`src/rtl/uart_mem_loader_if.sv`:
```
// uart_mem_loader_if
//  Write-side bus of the memory UART-programming port.
//  master : driven by the loader (uart_mem_loader)
//  slave  : consumed by the RAM mux / CPU side
//  upg_wen_o   one-cycle word write strobe
//  upg_sel_o   target RAM: 0 = instruction, 1 = data
//  upg_adr_o   word address
//  upg_dat_o   write data
//  upg_done_o  programming finished, sticky until reset
//  upg_err_o   one-cycle error pulse
interface uart_mem_loader_if #(
    parameter int ADDR_W = 14
);
    logic              upg_wen_o;
    logic              upg_sel_o;
    logic [ADDR_W-1:0] upg_adr_o;
    logic [31:0]       upg_dat_o;
    logic              upg_done_o;
    logic              upg_err_o;

    modport master (
        output upg_wen_o, upg_sel_o, upg_adr_o, upg_dat_o, upg_done_o, upg_err_o
    );

    modport slave (
        input upg_wen_o, upg_sel_o, upg_adr_o, upg_dat_o, upg_done_o, upg_err_o
    );
endinterface

```
`src/rtl/uart_mem_loader.sv`:
```
// uart_mem_loader
//  Receives an 8N1 byte stream, frames it into segments
//  (header, 16-bit word count, little-endian 32-bit words) and issues word
//  writes to instruction or data RAM. A 0xFF header ends programming.
//  upg_clk_i   in   UPG clock, all logic on rising edge
//  upg_rstn_i  in   asynchronous active-low reset
//  rx_i        in   UART serial input, idle high, asynchronous
//  upg         master modport of uart_mem_loader_if (write bus, done, err)
//
//  state   | meaning
//  R_IDLE  | waiting for a falling edge on the synchronised line
//  R_START | half-bit wait, confirm start bit still low
//  R_DATA  | sampling 8 data bits mid-bit, LSB first
//  R_STOP  | sampling stop bit; 1 -> byte valid, 0 -> framing error
//  F_HDR   | expecting segment header (00 instr, 01 data, FF end)
//  F_LEN0  | expecting word count low byte
//  F_LEN1  | expecting word count high byte
//  F_DATA  | collecting words, one write per 4 bytes
//  F_DONE  | programming finished, input ignored until reset
module uart_mem_loader #(
    parameter int CLKS_PER_BIT = 87,
    parameter int ADDR_W       = 14,
    parameter int TIMEOUT_CYC  = 1000000
) (
    input  logic                      upg_clk_i,
    input  logic                      upg_rstn_i,
    input  logic                      rx_i,
    uart_mem_loader_if.master         upg
);
    localparam int CNT_W = $clog2(CLKS_PER_BIT + 1);
    localparam int TO_W  = $clog2(TIMEOUT_CYC + 1);
    localparam logic [CNT_W-1:0] BIT_LOAD  = CNT_W'(CLKS_PER_BIT - 1);
    localparam logic [CNT_W-1:0] HALF_LOAD = CNT_W'(CLKS_PER_BIT / 2 - 1);
    localparam logic [TO_W-1:0]  TO_LOAD   = TO_W'(TIMEOUT_CYC - 1);

    typedef enum logic [1:0] {R_IDLE, R_START, R_DATA, R_STOP} rx_state_t;
    typedef enum logic [2:0] {F_HDR, F_LEN0, F_LEN1, F_DATA, F_DONE} fr_state_t;

    // ---------------- receiver ----------------
    logic             rx_m, rx_s, rx_d;
    rx_state_t        r_q, r_nxt;
    logic [CNT_W-1:0] cnt_q, cnt_nxt;
    logic [2:0]       bit_q, bit_nxt;
    logic [7:0]       sh_q, sh_nxt;
    logic             bv_q, bv_nxt;
    logic             rx_err;

    // Preset to idle-high so reset release never looks like a start bit.
    always_ff @(posedge upg_clk_i or negedge upg_rstn_i) begin
        if (!upg_rstn_i) begin
            rx_m  <= 1'b1;
            rx_s  <= 1'b1;
            rx_d  <= 1'b1;
            r_q   <= R_IDLE;
            cnt_q <= '0;
            bit_q <= '0;
            sh_q  <= '0;
            bv_q  <= 1'b0;
        end else begin
            rx_m  <= rx_i;
            rx_s  <= rx_m;
            rx_d  <= rx_s;
            r_q   <= r_nxt;
            cnt_q <= cnt_nxt;
            bit_q <= bit_nxt;
            sh_q  <= sh_nxt;
            bv_q  <= bv_nxt;
        end
    end

    always_comb begin
        r_nxt   = r_q;
        cnt_nxt = cnt_q;
        bit_nxt = bit_q;
        sh_nxt  = sh_q;
        bv_nxt  = 1'b0;
        rx_err  = 1'b0;
        case (r_q)
            // Edge (not level) detect: after a bad stop bit the line may still
            // be low, and we must wait for it to return high first.
            R_IDLE: begin
                if (rx_d && !rx_s) begin
                    r_nxt   = R_START;
                    cnt_nxt = HALF_LOAD;
                end
            end
            R_START: begin
                if (cnt_q == '0) begin
                    if (!rx_s) begin
                        r_nxt   = R_DATA;
                        cnt_nxt = BIT_LOAD;
                        bit_nxt = 3'd0;
                    end else begin
                        r_nxt = R_IDLE;
                    end
                end else begin
                    cnt_nxt = cnt_q - CNT_W'(1);
                end
            end
            R_DATA: begin
                if (cnt_q == '0) begin
                    sh_nxt  = {rx_s, sh_q[7:1]};
                    cnt_nxt = BIT_LOAD;
                    if (bit_q == 3'd7) begin
                        r_nxt = R_STOP;
                    end else begin
                        bit_nxt = bit_q + 3'd1;
                    end
                end else begin
                    cnt_nxt = cnt_q - CNT_W'(1);
                end
            end
            R_STOP: begin
                if (cnt_q == '0) begin
                    r_nxt = R_IDLE;
                    if (rx_s) begin
                        bv_nxt = 1'b1;
                    end else begin
                        rx_err = 1'b1;
                    end
                end else begin
                    cnt_nxt = cnt_q - CNT_W'(1);
                end
            end
            default: r_nxt = R_IDLE;
        endcase
    end

    // ---------------- framer ----------------
    fr_state_t         f_q, f_nxt;
    logic              sel_q, sel_nxt;
    logic [15:0]       len_q, len_nxt;
    logic [15:0]       idx_q, idx_nxt;
    logic [1:0]        bcnt_q, bcnt_nxt;
    logic [23:0]       word_q, word_nxt;
    logic [TO_W-1:0]   to_q, to_nxt;
    logic              wen_q, wen_nxt;
    logic              osel_q, osel_nxt;
    logic [ADDR_W-1:0] adr_q, adr_nxt;
    logic [31:0]       dat_q, dat_nxt;
    logic              err_q;
    logic              fr_err;
    logic              timed, timeout;
    fr_state_t         f_eff;

    always_ff @(posedge upg_clk_i or negedge upg_rstn_i) begin
        if (!upg_rstn_i) begin
            f_q    <= F_HDR;
            sel_q  <= 1'b0;
            len_q  <= '0;
            idx_q  <= '0;
            bcnt_q <= '0;
            word_q <= '0;
            to_q   <= TO_LOAD;
            wen_q  <= 1'b0;
            osel_q <= 1'b0;
            adr_q  <= '0;
            dat_q  <= '0;
            err_q  <= 1'b0;
        end else begin
            f_q    <= f_nxt;
            sel_q  <= sel_nxt;
            len_q  <= len_nxt;
            idx_q  <= idx_nxt;
            bcnt_q <= bcnt_nxt;
            word_q <= word_nxt;
            to_q   <= to_nxt;
            wen_q  <= wen_nxt;
            osel_q <= osel_nxt;
            adr_q  <= adr_nxt;
            dat_q  <= dat_nxt;
            err_q  <= rx_err | fr_err;
        end
    end

    assign timed   = (f_q == F_LEN0) || (f_q == F_LEN1) || (f_q == F_DATA);
    assign timeout = timed && (to_q == '0);
    // A byte arriving on the timeout cycle is treated as a fresh header.
    assign f_eff   = timeout ? F_HDR : f_q;

    always_comb begin
        f_nxt    = f_q;
        sel_nxt  = sel_q;
        len_nxt  = len_q;
        idx_nxt  = idx_q;
        bcnt_nxt = bcnt_q;
        word_nxt = word_q;
        to_nxt   = TO_LOAD;
        wen_nxt  = 1'b0;
        osel_nxt = osel_q;
        adr_nxt  = adr_q;
        dat_nxt  = dat_q;
        fr_err   = 1'b0;

        if (timed && !timeout && !bv_q) begin
            to_nxt = to_q - TO_W'(1);
        end
        if (timeout) begin
            fr_err   = 1'b1;
            f_nxt    = F_HDR;
            bcnt_nxt = 2'd0;
        end

        if (bv_q) begin
            case (f_eff)
                F_HDR: begin
                    case (sh_q)
                        8'h00: begin sel_nxt = 1'b0; f_nxt = F_LEN0; end
                        8'h01: begin sel_nxt = 1'b1; f_nxt = F_LEN0; end
                        8'hFF: f_nxt = F_DONE;
                        default: fr_err = 1'b1;
                    endcase
                end
                F_LEN0: begin
                    len_nxt = {8'h00, sh_q};
                    f_nxt   = F_LEN1;
                end
                F_LEN1: begin
                    len_nxt = {sh_q, len_q[7:0]};
                    if ({sh_q, len_q[7:0]} == 16'h0000) begin
                        f_nxt = F_HDR;
                    end else begin
                        f_nxt    = F_DATA;
                        idx_nxt  = '0;
                        bcnt_nxt = 2'd0;
                    end
                end
                F_DATA: begin
                    case (bcnt_q)
                        2'd0: word_nxt[7:0]   = sh_q;
                        2'd1: word_nxt[15:8]  = sh_q;
                        2'd2: word_nxt[23:16] = sh_q;
                        default: begin
                            wen_nxt  = 1'b1;
                            adr_nxt  = idx_q[ADDR_W-1:0];
                            dat_nxt  = {sh_q, word_q};
                            osel_nxt = sel_q;
                            idx_nxt  = idx_q + 16'd1;
                            if (idx_q == len_q - 16'd1) begin
                                f_nxt = F_HDR;
                            end
                        end
                    endcase
                    bcnt_nxt = bcnt_q + 2'd1;
                end
                default: ;
            endcase
        end
    end

    assign upg.upg_wen_o  = wen_q;
    assign upg.upg_sel_o  = osel_q;
    assign upg.upg_adr_o  = adr_q;
    assign upg.upg_dat_o  = dat_q;
    assign upg.upg_done_o = (f_q == F_DONE);
    assign upg.upg_err_o  = err_q;
endmodule
```
`src/flat_wrapper.sv`:
```
// flat-port wrapper written by rule: the top's interface ports become plain ports
module uart_mem_loader_flat 
#(
    parameter int CLKS_PER_BIT = 87,
    parameter int ADDR_W       = 14,
    parameter int TIMEOUT_CYC  = 1000000
)
  (upg_clk_i, upg_rstn_i, rx_i, upg_upg_wen_o, upg_upg_sel_o, upg_upg_adr_o, upg_upg_dat_o, upg_upg_done_o, upg_upg_err_o);
  uart_mem_loader_if #(.ADDR_W(ADDR_W)) upg_i ();
  input  logic upg_clk_i;
  input  logic upg_rstn_i;
  input  logic rx_i;
  output wire logic [$bits(upg_i.upg_wen_o)-1:0] upg_upg_wen_o;
  output wire logic [$bits(upg_i.upg_sel_o)-1:0] upg_upg_sel_o;
  output wire logic [$bits(upg_i.upg_adr_o)-1:0] upg_upg_adr_o;
  output wire logic [$bits(upg_i.upg_dat_o)-1:0] upg_upg_dat_o;
  output wire logic [$bits(upg_i.upg_done_o)-1:0] upg_upg_done_o;
  output wire logic [$bits(upg_i.upg_err_o)-1:0] upg_upg_err_o;
  assign upg_upg_wen_o = upg_i.upg_wen_o;
  assign upg_upg_sel_o = upg_i.upg_sel_o;
  assign upg_upg_adr_o = upg_i.upg_adr_o;
  assign upg_upg_dat_o = upg_i.upg_dat_o;
  assign upg_upg_done_o = upg_i.upg_done_o;
  assign upg_upg_err_o = upg_i.upg_err_o;
  uart_mem_loader #(.CLKS_PER_BIT(CLKS_PER_BIT), .ADDR_W(ADDR_W), .TIMEOUT_CYC(TIMEOUT_CYC)) u_core (.upg_clk_i(upg_clk_i), .upg_rstn_i(upg_rstn_i), .rx_i(rx_i), .upg(upg_i));
endmodule
```
`config.mk`:
```
export PLATFORM = sky130hd
export DESIGN_NAME = uart_mem_loader_flat
export DESIGN_NICKNAME = d
export VERILOG_FILES = /design/src/rtl/uart_mem_loader_if.sv /design/src/rtl/uart_mem_loader.sv /design/src/flat_wrapper.sv
export SDC_FILE = /design/constraint.sdc
export NUM_CORES = 1
export LEC_CHECK = 0
export BUFFER_PORTS_ARGS = -buffer_cell sky130_fd_sc_hd__buf_2
export CORE_MARGIN = 2
export CORE_UTILIZATION = 35
export DETAILED_ROUTE_END_ITERATION = 8
export PLACE_DENSITY = 0.52
export SLEW_MARGIN = 30
export SYNTH_ARGS = -nofsm -noshare
export SYNTH_HDL_FRONTEND = slang
export SYNTH_SLANG_ARGS = --single-unit
export TNS_END_PERCENT = 20
```
`constraint.sdc`:
```
create_clock -name upg_clk_i -period 2.3 [get_ports upg_clk_i]
set_input_delay 0.345 -clock upg_clk_i [delete_from_list [all_inputs] [get_ports upg_clk_i]]
set_output_delay 0.345 -clock upg_clk_i [all_outputs]
set_load 0.05 [all_outputs]
```
# ---- Yosys cells after proc, flatten, opt, wreduce, memory -nomap -nowiden
# Cells that the tools add are included.
dict set report classes {
  n_addsub 6
  n_mul 0
  n_div 0
  magnitude_cmp 0
  n_eq_ne 27
  shifts 0
  muxes 48
  n_bitwise 3
  n_reduce_logical 35
}
# cell n
set ops {}
lappend ops {{16-bit one-hot mux with 2 select lines} 2}
lappend ops {{7-bit two-way mux} 5}
lappend ops {{16-bit two-way mux} 2}
lappend ops {{7-bit one-hot mux with 4 select lines} 1}
lappend ops {{3-bit two-way mux} 8}
lappend ops {{3-bit AND reduction} 7}
lappend ops {{20-bit zero test} 1}
lappend ops {{2-bit two-way mux} 10}
lappend ops {{20-bit two-way mux} 1}
lappend ops {{20-bit by 1-bit subtractor with 20-bit output, second input constant} 1}
lappend ops {{16-bit by 1-bit adder with 16-bit output, second input constant} 1}
lappend ops {{16-bit == test} 1}
lappend ops {{16-bit zero test} 1}
lappend ops {{16-bit by 1-bit subtractor with 16-bit output, second input constant} 1}
lappend ops {{1-bit two-way mux} 13}
lappend ops {{3-bit by 2-bit == test with 1-bit output, second input constant} 4}
lappend ops {{3-bit one-hot mux with 2 select lines} 2}
lappend ops {{3-bit one-hot mux with 4 select lines} 1}
lappend ops {{2-bit by 1-bit inequality test with 1-bit output, second input constant} 5}
lappend ops {{2-bit inequality test, second input constant} 5}
lappend ops {{5-bit AND reduction} 2}
lappend ops {{8-bit by 1-bit == test with 1-bit output, second input constant} 1}
lappend ops {{8-bit == test, second input constant} 1}
lappend ops {{8-bit zero test} 1}
lappend ops {{24 further kinds} 42}
dict set report totals {
  register_bits 155
  latch_bits 0
  ramBits 0
  rom_bits 0
  out_inout_bits 50
  word_cells 142
  memories 0
}

# ---- Depth between registers and ports, before layout
# Gate-level depths: netlist of run 1.
dict set report logic_depth {
  ltp_word 9
  ltp_mapped 12
}

# ---- Least setup slack after synthesis of run 1
# OpenSTA, ideal clock, no wires.
dict set report synth_path {
  path_kind {reg2reg}
  startpoint {register u_core.to_q[0]}
  endpoint {register u_core.idx_q[13]}
  setup_ns 0.078
  arrival_time_ns 2.511
  setup_slack_ns -0.288
  stages_incl_launch_ff 11
  path_buffers 1
  synth_period_minus_slack_ns 2.588
  cell_sequence {dfstp_2 -> inv_1 -> ha_1 -> inv_1 -> nor4_2 -> a31o_1 -> buf_6 -> or2_4 -> or4_4 -> or3_1 -> a21oi_1}
}
dict set report synth_between {
  elab_chain_cells 6
  word_cells_on_any_way 10
}
# item line
set synth_lines {}
lappend synth_lines {{from (decl)} uart_mem_loader.sv:136} ;# logic [TO_W-1:0] to_q, to_nxt;
lappend synth_lines {{from (signal assigned)} uart_mem_loader.sv:167} ;# to_q <= to_nxt;
lappend synth_lines {{20-bit zero test (*)} uart_mem_loader.sv:177} ;# assign timeout = timed && (to_q == '0);
lappend synth_lines {{1-bit logical AND (*)} uart_mem_loader.sv:177}
lappend synth_lines {{3-bit two-way mux (*)} uart_mem_loader.sv:179} ;# assign f_eff = timeout ? F_HDR : f_q;
lappend synth_lines {{3-bit by 2-bit == test with 1-bit output} uart_mem_loader.sv:205} ;# case (f_eff)
lappend synth_lines {{2-bit inequality test (no source line) / 2-bit nonzero test (equally long branches)} n/a}
lappend synth_lines {{4-bit AND reduction (no source line)} n/a}
lappend synth_lines {{to (signal assigned)} uart_mem_loader.sv:164} ;# idx_q <= idx_nxt;
lappend synth_lines {{to (decl)} uart_mem_loader.sv:133} ;# logic [15:0] idx_q, idx_nxt;
# Mark *: on every way between the ends. The rest lies on a longest branch, timed or not.
# A chain may end at the register's enable or synchronous reset.

# ---- Worst setup path after layout of run 1
dict set report layout_path {
  startpoint {register u_core.to_q[1]}
  endpoint {register u_core.idx_q[13]}
}
# Same word-level chain as after synthesis.

==> run metrics, run 1 <==
hpwl dp=11560 um; share of layout cells above drive strength 1=30.49%; die height=148.2 um; Cell variety after synth=59; Reg2Reg Depth=9; design area=9465 um2; GRT Total Usage=16.04%; CP Launch Type=flop; GRT overflow=0; Mapped Nets=781; CTS tree=built; average size of a mapped cell=9.526 um2; Max Cap Viol=0; I/O pin cnt=53; clock sinks=155; Avg WL per Cell=14.67 um; Synth async-reset ratio=100.0%; R2R setup slack=-0.008 ns; vias per cell=4.792; largest cells by area after synthesis=dfrtp_1 48%, nand2_1 11%, dfstp_2 5.4%; EDFF count, synth=0; DR DRC count=0; final setup violation count=1; FF+latch count, synth=155; largest net degree at the start of global routing=60; Ys Warns=0; final setup margin=-0.008427 ns; Std-Cell Rows=52; Core Region=20300 um2; fmax=433.2 MHz; Hold/Removal Path Class=reg -> reg; routability-driven placement congestion ratio=0.8092; multi-input combinational cell area=3353 um2; vias in the first global route=5528; H-tree depth=4; Fin Clk Skew=0.01107 ns; top_reg_cell synth=dfrtp_1; PnR Total Power=0.007129 W; clk_lat worst skew=0.43 ns; WP data required=2.66 ns; total CTS buffers=17; Die Wd=148.2 um; Seq/Total Area, Yosys=53.55%; Pre-antenna DRT Iters=6; DP Area=8473 um2; Initial Util=35.85%; cell count after synthesis=764; status=finished, violations left; Syn Std Cell Area=7278 um2; 1st-iter DRT viols=302; largest fanout on the critical path=4; area leader, netlist=dfrtp_1; drt total wl=17190 um; Place WS=-0.1340 ns; Final period util=100.4%; Layout Nets=906; # diodes=0; RR Startpoint=u_core.to_q[1]$_DFF_PN1_; Hold EP=u_core.rx_s$_DFF_PN1_; worst hold stages=0; Peak VDD IR=0.0005575 V; Slew Viols, Final=0; failing checks=negative setup slack; Final Hold Viols=0; Clock Path Buffers=2; vias post-DR=5616; clock slew at reported path FFs=0.07 ns; RSZ-0062 raised after global routing=true; Crit. End Element=flop; root buf cell=clkbuf_16; Power Density=753.2 nW/um2; WP data arrival=2.67 ns; full die area=21960 um2; Antenna Nets Post-Route=0; relative slew slack=61.39%; Tmin final=2.308 ns; Static Leak=4.802 nW; Layout area overhead=30.05%; initial antenna violation count=0; Critical R2R Capture=u_core.idx_q[13]$_DFFE_PN0P_; Crit Path Class=reg -> reg; commonest non-fill, non-tap cell in the layout=nand2_1; most frequent cells in the layout=216 x nand2_1, 140 x dfrtp_1, 79 x buf_4; Fill cells=1971; first-pass GRT wire length=28120 um; PortBufs=52; Hold Crit Start=u_core.rx_m$_DFF_PN1_; top cell type's share of synthesized area=48.13%; Storage cell area=3897 um2; Worst Tran Pin Value=0.5792 ns
-- timing repair --
item	4_1_cts	5_1_grt
endpoints found under the hold margin	54	1
endpoints found under the setup margin	50	128
gates resized for setup	27	39
pin swaps	10	12
gates cloned	0	2
setup buffers	4	6
hold buffers	1	1
-- state kept, by name (all words and copies together) (netlist names), named ones only --
name and count:
u_core.upg.upg_wen_o 1, u_core.bcnt_q 2, u_core.upg.upg_dat_o 32, u_core.bv_q 1, u_core.rx_m 1, u_core.upg.upg_adr_o 14
u_core.cnt_q 7, u_core.sel_q 1, u_core.to_q 20, u_core.upg.upg_sel_o 1, u_core.word_q 24, u_core.f_q 3
u_core.r_q 1, u_core.idx_q 16, u_core.len_q 16, u_core.rx_s 1, u_core.bit_q 3, u_core.upg.upg_err_o 1
u_core.sh_q 8, u_core.rx_d 1
-- synth_stat cells (5+ instances only) --
library cell,count
a21oi_1,19
and3_1,7
buf_2,10
clkbuf_1,32
dfrtp_1,140
dfstp_2,15
ha_1,14
inv_1,18
mux2_2,34
nand2_1,219
nand2b_1,7
nand3_1,27
nand3b_1,5
nand4_1,6
nor2_1,47
nor2b_1,5
nor3_1,17
nor4_1,6
o21ai_0,28
or3_1,9
or4_1,5
xnor2_1,19
xor2_1,20
-- where the power goes --
group	switching [W]	internal, W
Combinational	0.000656	0.000548
Sequential	0.0000936	0.00284
Clock	0.00124	0.00175
Total	0.00199	0.00514
-- per-stage QoR --
stage	utilization, %	TNS [ns]	hold slack (ns)	cells
finish	46.63	-0.008427	0.3550	1172
global route	46.63	-0.4575	0.3596	1172
CTS	45.55	-0.1579	0.002088	1163
detailed placement	41.74	-4.317	0.3473	1126
global placement	41.74	-4.232	0.3459	1126
floorplan	-	-3.370	0.04941	764
-- layer usage --
layer	part of all wire, %	vias up	GRT usage [%]	wire [um]
li1	-	2795	-	-
met1	49	2746	22.37	8448
met2	47	66	25.60	8110
met3	2.8	9	3.160	475
met4	0.90	0	4.524	155
met5	0	-	0	0
-- worst max path at each step --
stage / start / end / slack [ns] / depth (start not counted)
finish: u_core.to_q[1]$_DFF_PN1_ / u_core.idx_q[13]$_DFFE_PN0P_ / -0.008 / 9
global route: u_core.to_q[1]$_DFF_PN1_ / u_core.idx_q[13]$_DFFE_PN0P_ / -0.08 / 9
CTS: u_core.len_q[0]$_DFFE_PN0P_ / u_core.f_q[0]$_DFF_PN0_ / -0.04 / 9
detailed placement: u_core.to_q[14]$_DFF_PN1_ / u_core.word_q[4]$_DFFE_PN0P_ / -0.13 / 9
global placement: u_core.to_q[14]$_DFF_PN1_ / u_core.word_q[11]$_DFFE_PN0P_ / -0.13 / 9
floorplan: u_core.to_q[0]$_DFF_PN1_ / u_core.idx_q[13]$_DFFE_PN0P_ / -0.20 / 10
-- area by class of cell --
class | instances | share of cell area [%]
clock buffer | 17 | 4.494
inverter | 19 | 0.9121
tap | 270 | 3.569
timing repair buffer | 149 | 12.27
clock inverter | 15 | 2.155
multi-input combinational | 547 | 35.43
sequential | 155 | 41.18
-- critical path, stage by stage, from the launching register on --
cell and delay [ns]:
dfstp_2 0.54, inv_2 0.04, ha_4 0.16, inv_4 0.06, nor4_4 0.04, a31o_4 0.23
or2_4 0.25, or4_4 0.44, or3_1 0.35, a21oi_1 0.12
-- cells by family (layout without fill, tap and decap cells) --
| kind of cell | count (synthesis) | after routing | synth area share [%] |
|---|---|---|---|
| buffers and inverters | 62 | 200 | 3.473 |
| AOI/OAI and AO/OA | 70 | 70 | 5.759 |
| adders and majority gates | 14 | 14 | 2.407 |
| xor gates and xnor gates | 39 | 39 | 4.693 |
| DFF | 155 | 155 | 53.55 |
| and+or+nand+nor | 387 | 387 | 24.45 |
| muxes | 37 | 37 | 5.673 |
Power figures use the tool's default switching activity.
==> run 2, diff against run 1 <==
--- a/config.mk
+++ b/config.mk
@@ -10,6 +10,7 @@
 export CORE_UTILIZATION = 35
 export DETAILED_ROUTE_END_ITERATION = 8
 export PLACE_DENSITY = 0.52
+export SKIP_CTS_REPAIR_TIMING = 1
 export SLEW_MARGIN = 30
 export SYNTH_ARGS = -nofsm -noshare
 export SYNTH_HDL_FRONTEND = slang
==> run metrics, run 2 (same netlist as run 1, synthesis figures left out) <==
Pre-antenna DRT Iters=4; Worst Tran Pin Value=0.5863 ns; vias post-DR=5620; Hold/Removal Path Class=reg -> reg; CP Launch Type=flop; root buf cell=clkbuf_16; final setup margin=-0.01280 ns; status=finished, violations left; 1st-iter DRT viols=287; largest net degree at the start of global routing=60; die height=148.2 um; Antenna Nets Post-Route=0; clock slew at reported path FFs=0.07 ns; hpwl dp=11560 um; PnR Total Power=0.007125 W; Initial Util=35.85%; share of layout cells above drive strength 1=30.73%; first-pass GRT wire length=27860 um; PortBufs=52; Power Density=758.1 nW/um2; drt total wl=16660 um; I/O pin cnt=53; Final period util=100.6%; GRT overflow=0; most used routing layer=met2; routability-driven placement congestion ratio=0.8092; Tmin final=2.313 ns; total CTS buffers=17; Crit. End Element=flop; relative slew slack=60.92%; met2 Usage GRT=25.28%; GRT Total Usage=15.90%; most frequent cells in the layout=215 x nand2_1, 140 x dfrtp_1, 78 x buf_4; Core Region=20300 um2; Final Hold Viols=0; Die Wd=148.2 um; vias per cell=4.812; WP data arrival=2.67 ns; Static Leak=4.746 nW; largest fanout on the critical path=4; WP data required=2.66 ns; met3 GRT Util=3.160%; Avg WL per Cell=14.26 um; Clock Path Buffers=2; commonest non-fill, non-tap cell in the layout=nand2_1; M1 GR Usage=22.20%; H-tree depth=4; Fin Clk Skew=0.01340 ns; RSZ-0062 raised after global routing=true; clock sinks=155; final setup violation count=2; Peak VDD IR=0.0005587 V; Crit Path Class=reg -> reg; Max Cap Viol=0; sum of negative setup slack=-0.02340 ns; Slew Viols, Final=0; Layout Nets=902; Layout area overhead=29.12%; # diodes=0; vias in the first global route=5487; CTS tree=built; full die area=21960 um2; clk_lat worst skew=0.43 ns; initial antenna violation count=0; DR DRC count=0; Std-Cell Rows=52; failing checks=negative setup slack; fmax=432.4 MHz; max FFs per register=32
-- run 2: cell types whose count changed in the layout (fill, tap and decap cells not counted), sizes merged --
cell | previous run | this run
clkinv | 6 | 5
inv | 25 | 26
clkbuf | 18 | 17
buf | 146 | 143
-- run 2: cell type report --
cell class              instances  area [um2]
clock inverters                15       203.9
multi-input cells             547        3362
flip-flops and latches        155        3897
fillers                      1963       10900
repair buffers                145        1097
clock buffers                  17       425.4
inverters                      19       73.82
well taps                     270       337.8
-- run 2: report_power, final --
part	switching, W	leakage, nW	total, W	internal, W
Sequential	0.0000923	2.10	0.00294	0.00284
Combinational	0.000653	2.33	0.00121	0.000559
Clock	0.00123	0.310	0.00298	0.00175
Total	0.00197	4.75	0.00712	0.00515
-- run 2: metrics by stage --
step	instance area [um2]	setup WS (ns)	hold WS, ns	instances	util [%]
6_report	9398	-0.01280	0.3550	1168	46.30
2_1_floorplan	7316	-0.2049	0.04941	764	-
5_1_grt	9398	-0.08653	0.3596	1168	46.30
3_5_place_dp	8473	-0.1340	0.3473	1126	41.74
3_3_place_gp	8473	-0.1304	0.3459	1126	41.74
4_1_cts	9102	-0.1544	-0.08467	1158	44.84
-- run 2: path summary, 6_finish.rpt --
check / slack (ns) / startpoint / depth (start not counted) / end
max in group asynchronous: 1.17 / upg_rstn_i / 3 / u_core.rx_m$_DFF_PN1_
max: -0.01 / u_core.to_q[1]$_DFF_PN1_ / 9 / u_core.idx_q[15]$_DFFE_PN0P_
max reg2reg: -0.01 / u_core.to_q[1]$_DFF_PN1_ / 9 / u_core.idx_q[15]$_DFFE_PN0P_
min: 0.36 / u_core.rx_m$_DFF_PN1_ / 0 / u_core.rx_s$_DFF_PN1_
min reg2reg: 0.36 / u_core.rx_m$_DFF_PN1_ / 0 / u_core.rx_s$_DFF_PN1_
min in group asynchronous: 0.47 / upg_rstn_i / 2 / u_core.upg.upg_adr_o[8]$_DFFE_PN0P_
-- run 2: critical path, cell delays in order, from the launching register on --
cell and delay [ns]:
dfstp_2 0.54, inv_2 0.04, ha_4 0.16, inv_4 0.06
nor4_4 0.04, a31o_4 0.23, or2_4 0.28, or4_4 0.44
or3_4 0.34, a21oi_2 0.12
-- run 2: layer usage --
layer,routed length [um],up-vias
met5,0,-
met4,138,0
met3,504,8
met2,7808,86
met1,8206,2735
li1,-,2791
